$ cat src/rtl/nonoverlap_clkgen_param.sv
// ============================================================================
// nonoverlap_clkgen_param
// Programmable non-overlapping clock pair plus phase-shifted auxiliary clocks.
// Revision: 1.0
// ============================================================================
`default_nettype none

module nonoverlap_clkgen_param #(
  parameter int N_CH       = 2,
  parameter int CNT_W      = 8,
  parameter int RST_PERIOD = 31,
  parameter int RST_DEAD   = 2
) (
  input  logic                    clk_in,
  input  logic                    reset,
  input  logic                    enable,
  input  logic                    cfg_valid,
  output logic                    cfg_ready,
  input  logic [CNT_W-1:0]        cfg_period,
  input  logic [CNT_W-1:0]        cfg_dead,
  input  logic [N_CH*CNT_W-1:0]   cfg_phase,
  output logic                    clk_out_mod,
  output logic                    clk_out_modn,
  output logic [N_CH-1:0]         clk_out_aux,
  output logic                    sync_out,
  output logic                    cfg_err
);

  localparam int W1 = CNT_W + 1;
  localparam logic [1:0] S_IDLE     = 2'd0;
  localparam logic [1:0] S_RUN      = 2'd1;
  localparam logic [1:0] S_STOPPING = 2'd2;

  logic [1:0]            r_state, w_next_state;
  logic [CNT_W-1:0]      r_cnt;
  logic [CNT_W-1:0]      r_act_p, r_act_d, r_sh_p, r_sh_d;
  logic [N_CH*CNT_W-1:0] r_act_ph, r_sh_ph;
  logic                  r_sh_pend;

  logic                  w_running, w_at_end, w_apply, w_xfer, w_cfg_ok;
  logic [W1-1:0]         w_half_cfg, w_half, w_cnt1, w_p1, w_d1;
  logic                  w_mod, w_modn, w_sync;
  logic [N_CH-1:0]       w_aux;

  // A pending shadow applies at the period boundary; that same cycle frees the slot.
  assign w_running = (r_state != S_IDLE);
  assign w_at_end  = w_running && (r_cnt == r_act_p);
  assign w_apply   = r_sh_pend && (w_at_end || (r_state == S_IDLE));
  assign cfg_ready = !r_sh_pend || w_apply;
  assign w_xfer    = cfg_valid && cfg_ready;

  assign w_half_cfg = ({1'b0, cfg_period} + W1'(1)) >> 1;

  always_comb begin
    w_cfg_ok = (cfg_period != '0) && ({1'b0, cfg_dead} < w_half_cfg);
    for (int i = 0; i < N_CH; i++) begin
      if (cfg_phase[i*CNT_W +: CNT_W] > cfg_period) w_cfg_ok = 1'b0;
    end
  end

  always_ff @(posedge clk_in) begin
    if (reset) r_state <= S_IDLE;
    else       r_state <= w_next_state;
  end

  always_comb begin
    w_next_state = r_state;
    case (r_state)
      S_IDLE:     if (enable) w_next_state = S_RUN;
      S_RUN:      if (!enable) w_next_state = S_STOPPING;
      S_STOPPING: begin
        if (enable)        w_next_state = S_RUN;
        else if (w_at_end) w_next_state = S_IDLE;
      end
      default:    w_next_state = S_IDLE;
    endcase
  end

  assign w_cnt1 = {1'b0, r_cnt};
  assign w_p1   = {1'b0, r_act_p};
  assign w_d1   = {1'b0, r_act_d};
  assign w_half = (w_p1 + W1'(1)) >> 1;

  always_comb begin
    w_mod  = (w_cnt1 >= w_d1) && (w_cnt1 < w_half);
    w_modn = (w_cnt1 >= (w_half + w_d1)) && (w_cnt1 <= w_p1);
    w_sync = (r_cnt == '0);
  end

  // Distance from the channel's phase, wrapped into 0..P.
  for (genvar gi = 0; gi < N_CH; gi++) begin : g_aux
    logic [W1-1:0] w_ph, w_diff;
    assign w_ph   = {1'b0, r_act_ph[gi*CNT_W +: CNT_W]};
    assign w_diff = (w_cnt1 >= w_ph) ? (w_cnt1 - w_ph)
                                     : (w_cnt1 + w_p1 + W1'(1) - w_ph);
    assign w_aux[gi] = (w_diff < w_half);
  end

  always_ff @(posedge clk_in) begin
    if (reset || !w_running || w_at_end) r_cnt <= '0;
    else                                 r_cnt <= r_cnt + CNT_W'(1);
  end

  always_ff @(posedge clk_in) begin
    if (reset) begin
      r_act_p   <= CNT_W'(RST_PERIOD);
      r_act_d   <= CNT_W'(RST_DEAD);
      r_act_ph  <= '0;
      r_sh_p    <= '0;
      r_sh_d    <= '0;
      r_sh_ph   <= '0;
      r_sh_pend <= 1'b0;
      cfg_err   <= 1'b0;
    end else begin
      cfg_err <= w_xfer && !w_cfg_ok;
      if (w_apply) begin
        r_act_p  <= r_sh_p;
        r_act_d  <= r_sh_d;
        r_act_ph <= r_sh_ph;
      end
      if (w_xfer && w_cfg_ok) begin
        r_sh_p    <= cfg_period;
        r_sh_d    <= cfg_dead;
        r_sh_ph   <= cfg_phase;
        r_sh_pend <= 1'b1;
      end else if (w_apply) begin
        r_sh_pend <= 1'b0;
      end
    end
  end

  always_ff @(posedge clk_in) begin
    if (reset || !w_running) begin
      clk_out_mod  <= 1'b0;
      clk_out_modn <= 1'b0;
      clk_out_aux  <= '0;
      sync_out     <= 1'b0;
    end else begin
      clk_out_mod  <= w_mod;
      clk_out_modn <= w_modn;
      clk_out_aux  <= w_aux;
      sync_out     <= w_sync;
    end
  end

endmodule

`default_nettype wire

$ cat config.mk
export PLATFORM = sky130hd
export DESIGN_NAME = nonoverlap_clkgen_param
export DESIGN_NICKNAME = d
export VERILOG_FILES = /design/src/rtl/nonoverlap_clkgen_param.sv
export SDC_FILE = /design/constraint.sdc
export NUM_CORES = 1
export LEC_CHECK = 0
export BUFFER_PORTS_ARGS = -buffer_cell sky130_fd_sc_hd__buf_4
export CORE_MARGIN = 1
export CORE_UTILIZATION = 54
export CTS_CLUSTER_SIZE = 8
export DETAILED_ROUTE_END_ITERATION = 10
export HOLD_SLACK_MARGIN = 0.03
export PLACE_DENSITY = 0.82
export SLEW_MARGIN = 20
export SYNTH_ARGS = -nofsm -noshare
export SYNTH_HDL_FRONTEND = slang
export SYNTH_SLANG_ARGS = --single-unit
$ cat constraint.sdc
create_clock -name clk_in -period 5.3 [get_ports clk_in]
set_input_delay 0.795 -clock clk_in [delete_from_list [all_inputs] [get_ports clk_in]]
set_output_delay 0.795 -clock clk_in [all_outputs]
set_load 0.01 [all_outputs]
==> results.py <==
metrics = {
    "global_route": {
        "antenna_found_initial": 0,
        "grtUsageMet1_pct": 33.6,
        "grt_pass1_vias": 5812,
        "grt_max_degree": 101,
        "grt_pass1_wl_mm": 27.2,
        "met3_usage_pct": 5.03,
        "grt-ovfl-total": 0,
        "grt_util_all_layers_pct": 25.9,
        "busiest_layer": "met2",
        "grt_use_met2_pct": 41.6,
    },
    "power": {
        "power.density_nw_per_um2": 209,
        "max-vdd-ir-drop_uv": 186,
        "power_leakage_nw": 3.31,
    },
    "setup_path": {
        "cp-start-kind": "flop",
        "cpPeakStageDelay_ns": 0.40,
        "ff2ff_setup_slack_ns": 0.78,
        "required_ns": 5.56,
        "regToRegEndpoint": "clk_out_aux[1]",
        "cp.arrival_ns": 4.78,
        "critical_path_class": "flop to flop",
        "r2r_start": "r_cnt[0]",
        "crit_chain": "inv_1, ha_1, inv_1, fa_1, nand2b_1, a21oi_1, nor2_1, xor2_1, ha_1, o21a_1, o31a_1, o21a_1, nor2_1, xnor2_1, mux2_2, ha_1, nand4_1, nor3_1, a2111oi_0, o21ai_0, or2_2, o32ai_1",
        "path_max_fanout": 7,
        "worst_r2r_path_depth": 22,
        "worst_setup_path_end_kind": "flop",
        "cp_slowest_cell": "fa_1",
        "cp_common_cell": "ha_1",
    },
    "cts": {
        "clk_pin_slew_ns": 0.07,
        "cts_buffers": 9,
        "htreeDepth": 3,
        "clockBufferDepth": 2,
        "clock_latency_ns": 0.35,
        "post_cts_resized": 0,
        "clock-sinks": 81,
        "post-cts-setup-buffers": 0,
        "holdBufCountCts": 0,
        "clock-root-buffer": "clkbuf_16",
        "cts_tree": "yes",
    },
    "die": {
        "die_x_um": 117,
        "initial_core_util_pct": 55.7,
        "core_area_um2": 12700,
        "dieArea_um2": 13600,
        "die_h_um": 117,
        "rows": 41,
        "ioPinCount": 43,
    },
    "flow_run": {
        "drv_cap": 0,
    },
    "synth": {
        "ys_warn_count": 0,
        "synth_cell_types": 59,
        "synth.top_cell.area_share_pct": 22.9,
        "yosys-top-cells-area": "dfxtp_1 (23%), ha_1 (21%), nand2b_1 (6.8%)",
        "synth_seq_cells": 81,
        "async_reset_ff_share_pct": 0,
        "synth_edf_count": 0,
        "ys_seq_area_share_pct": 22.9,
        "synthesis.nets": 1020,
        "postSynthAreaPerCell_um2": 8.27,
        "netlist_area_um2": 7080,
        "synth_area_leader_cell": "dfxtp_1",
        "netlist_instances": 857,
        "ys.flop_type": "dfxtp_1",
    },
    "finish": {
        "final_layout_size_suffix_gt1_share_pct": 8.47,
        "areaGrowthSynthToFinish_pct": 10.4,
        "fin_area_um2": 7820,
        "antenna-diode-count": 0,
        "fillers": 1141,
        "seq_area_um2": 1620,
        "multi_input_area_um2": 5050,
        "finalNetCount": 1055,
    },
    "placement": {
        "placed_area_um2": 7520,
        "portBuffers": 42,
        "gp_congestion": 0.953,
        "dp_hpwl_mm": 12.9,
    },
    "timing": {
        "hold_violations": 0,
        "hold_ws_ns": 0.452,
        "fmax_mhz": 221,
        "tightest_slew_ns": 0.925,
        "fin_skew_ns": 0.0113,
        "final_max_slew_viol_count": 0,
        "slew_headroom_pct": 38.3,
        "finalSetupViolCount": 0,
        "min_period_over_period_pct": 85.3,
        "period_needed_ns": 4.52,
        "rsz0062_at_grt": "false",
        "fin_tns_setup_ns": 0,
    },
    "run_status": {
        "outcome": "complete, no violations",
    },
    "route": {
        "drc": 0,
        "wl_per_cell_um": 15.3,
        "via_count": 5996,
        "routed_via_density": 5.61,
        "antenna_left": 0,
        "firstDrtPassIters": 5,
        "drt_iter0_drc": 360,
        "drt-total-wl_mm": 16.4,
    },
    "worst_hold_path": {
        "min_path_cells": 2,
        "min_path_type": "flop to flop",
        "holdPathEnd": "r_act_ph[4]",
        "worstHoldStart": "r_sh_ph[4]",
    },
}
-- metrics by stage --
stage | setup WS [ns] | util [%] | power [mW] | instances
floorplan | 1.29 | - | 0.917 | 857
global placement | 0.973 | 59.1 | 1.00 | 1053
detailed placement | 0.856 | 59.1 | 1.01 | 1053
CTS | 0.822 | 61.5 | 1.65 | 1069
global route | 0.452 | 61.5 | 1.72 | 1069
finish | 0.781 | 61.5 | 1.64 | 1069
-- critical path: cells and delay by family (launching register included) --
family                     cells  cell delay [ns]
and+or+nand+nor                6             0.81
xor gates and xnor gates       2             0.29
AOI/OAI and AO/OA              7             1.15
muxes                          1             0.26
buffers and inverters          2             0.33
DFF                            1             0.37
adders and majority gates      4             1.22
-- registers in the layout, indices dropped and copies added, names as in the netlist, 2 cells and up --
signal	cells
r_state	2
r_cnt	8
clk_out_aux	2
r_sh_ph	16
r_act_p	8
r_sh_p	8
r_sh_d	8
r_act_d	8
r_act_ph	16
-- cells in the mapped netlist (3+ instances only) --
library cell and n:
o211ai_1 4, o21a_1 12, o221ai_1 4, or3b_1 3, a22o_1 3, nor2_1 53
xnor2_1 30, buf_12 3, clkbuf_1 19, a21o_1 10, or3_1 4, fa_1 6
dfxtp_1 81, inv_1 67, o21ai_0 16, o21bai_1 6, a2111oi_0 5, nor3_1 14
buf_2 3, nand3_1 17, a21oi_1 76, or2_2 3, nand4_1 12, mux2i_1 32
o22ai_1 3, a211oi_1 9, xor2_1 18, ha_1 121, nand2b_1 77, o21ai_1 17
a211o_1 8, nor2b_1 12, nand2_1 75
-- worst max path at each step --
| stage | end | cells after the start | startpoint |
|---|---|---|---|
| 2_1_floorplan | clk_out_aux[1] | 22 | r_cnt[0] |
| 3_5_place_dp | clk_out_aux[1] | 22 | r_cnt[0] |
| 3_3_place_gp | clk_out_aux[1] | 22 | r_cnt[0] |
| 6_report | clk_out_aux[1] | 22 | r_cnt[0] |
| 5_1_grt | clk_out_aux[1] | 22 | r_cnt[0] |
| 4_1_cts | clk_out_aux[1] | 22 | r_cnt[0] |
-- area by class of cell --
cell class / count / share of cell area, %
well taps: 172 / 2.75
clock inverters: 7 / 1.01
repair buffers: 50 / 4.80
flip-flops and latches: 81 / 20.7
inverters: 67 / 3.21
clock buffers: 9 / 2.88
multi-input cells: 683 / 64.6
-- per-layer routing --
metal	vias up	wire, µm	share of wire [%]
met5	-	0	0
met4	0	637	3.9
met3	40	881	5.4
met2	164	7140	44
met1	2723	7720	47
li1	3069	-	-
-- cell usage in the layout (no fill, tap or decap), types with 3 or more instances in the layout --
master / count
nand2b_1: 77
or3b_1: 3
a211oi_1: 9
nand4_1: 12
a21o_1: 10
a2111oi_0: 5
o21bai_1: 6
ha_1: 121
clkbuf_16: 9
o21a_1: 12
nand3_1: 17
nor2b_1: 12
nor3_1: 14
o21ai_1: 17
mux2i_1: 32
or2_2: 3
o21ai_0: 16
a211o_1: 8
o22ai_1: 3
a21oi_1: 76
inv_1: 67
xnor2_1: 30
fa_1: 6
o211ai_1: 4
nand2_1: 75
a22o_1: 3
xor2_1: 18
or3_1: 4
o221ai_1: 4
nor2_1: 53
buf_4: 50
dfxtp_1: 81
-- report_power, final --
part | switching, mW | leakage, nW | internal (mW)
registers | 0.0118 | 0.655 | 0.624
clock network | 0.269 | 0.144 | 0.370
logic | 0.197 | 2.51 | 0.166
-- cell families (layout without fill, tap and decap cells) --
kind of cell	after synthesis	in the layout	share of synthesized area (%)
flops	81	81	22.9
mux	34	34	4.84
fa+ha+maj	127	127	23.1
compound gates	191	191	17.3
simple gates	283	283	20.2
buf+inv	93	133	5.78
xor+xnor	48	48	5.93
(Power assumes the default switching activity.)
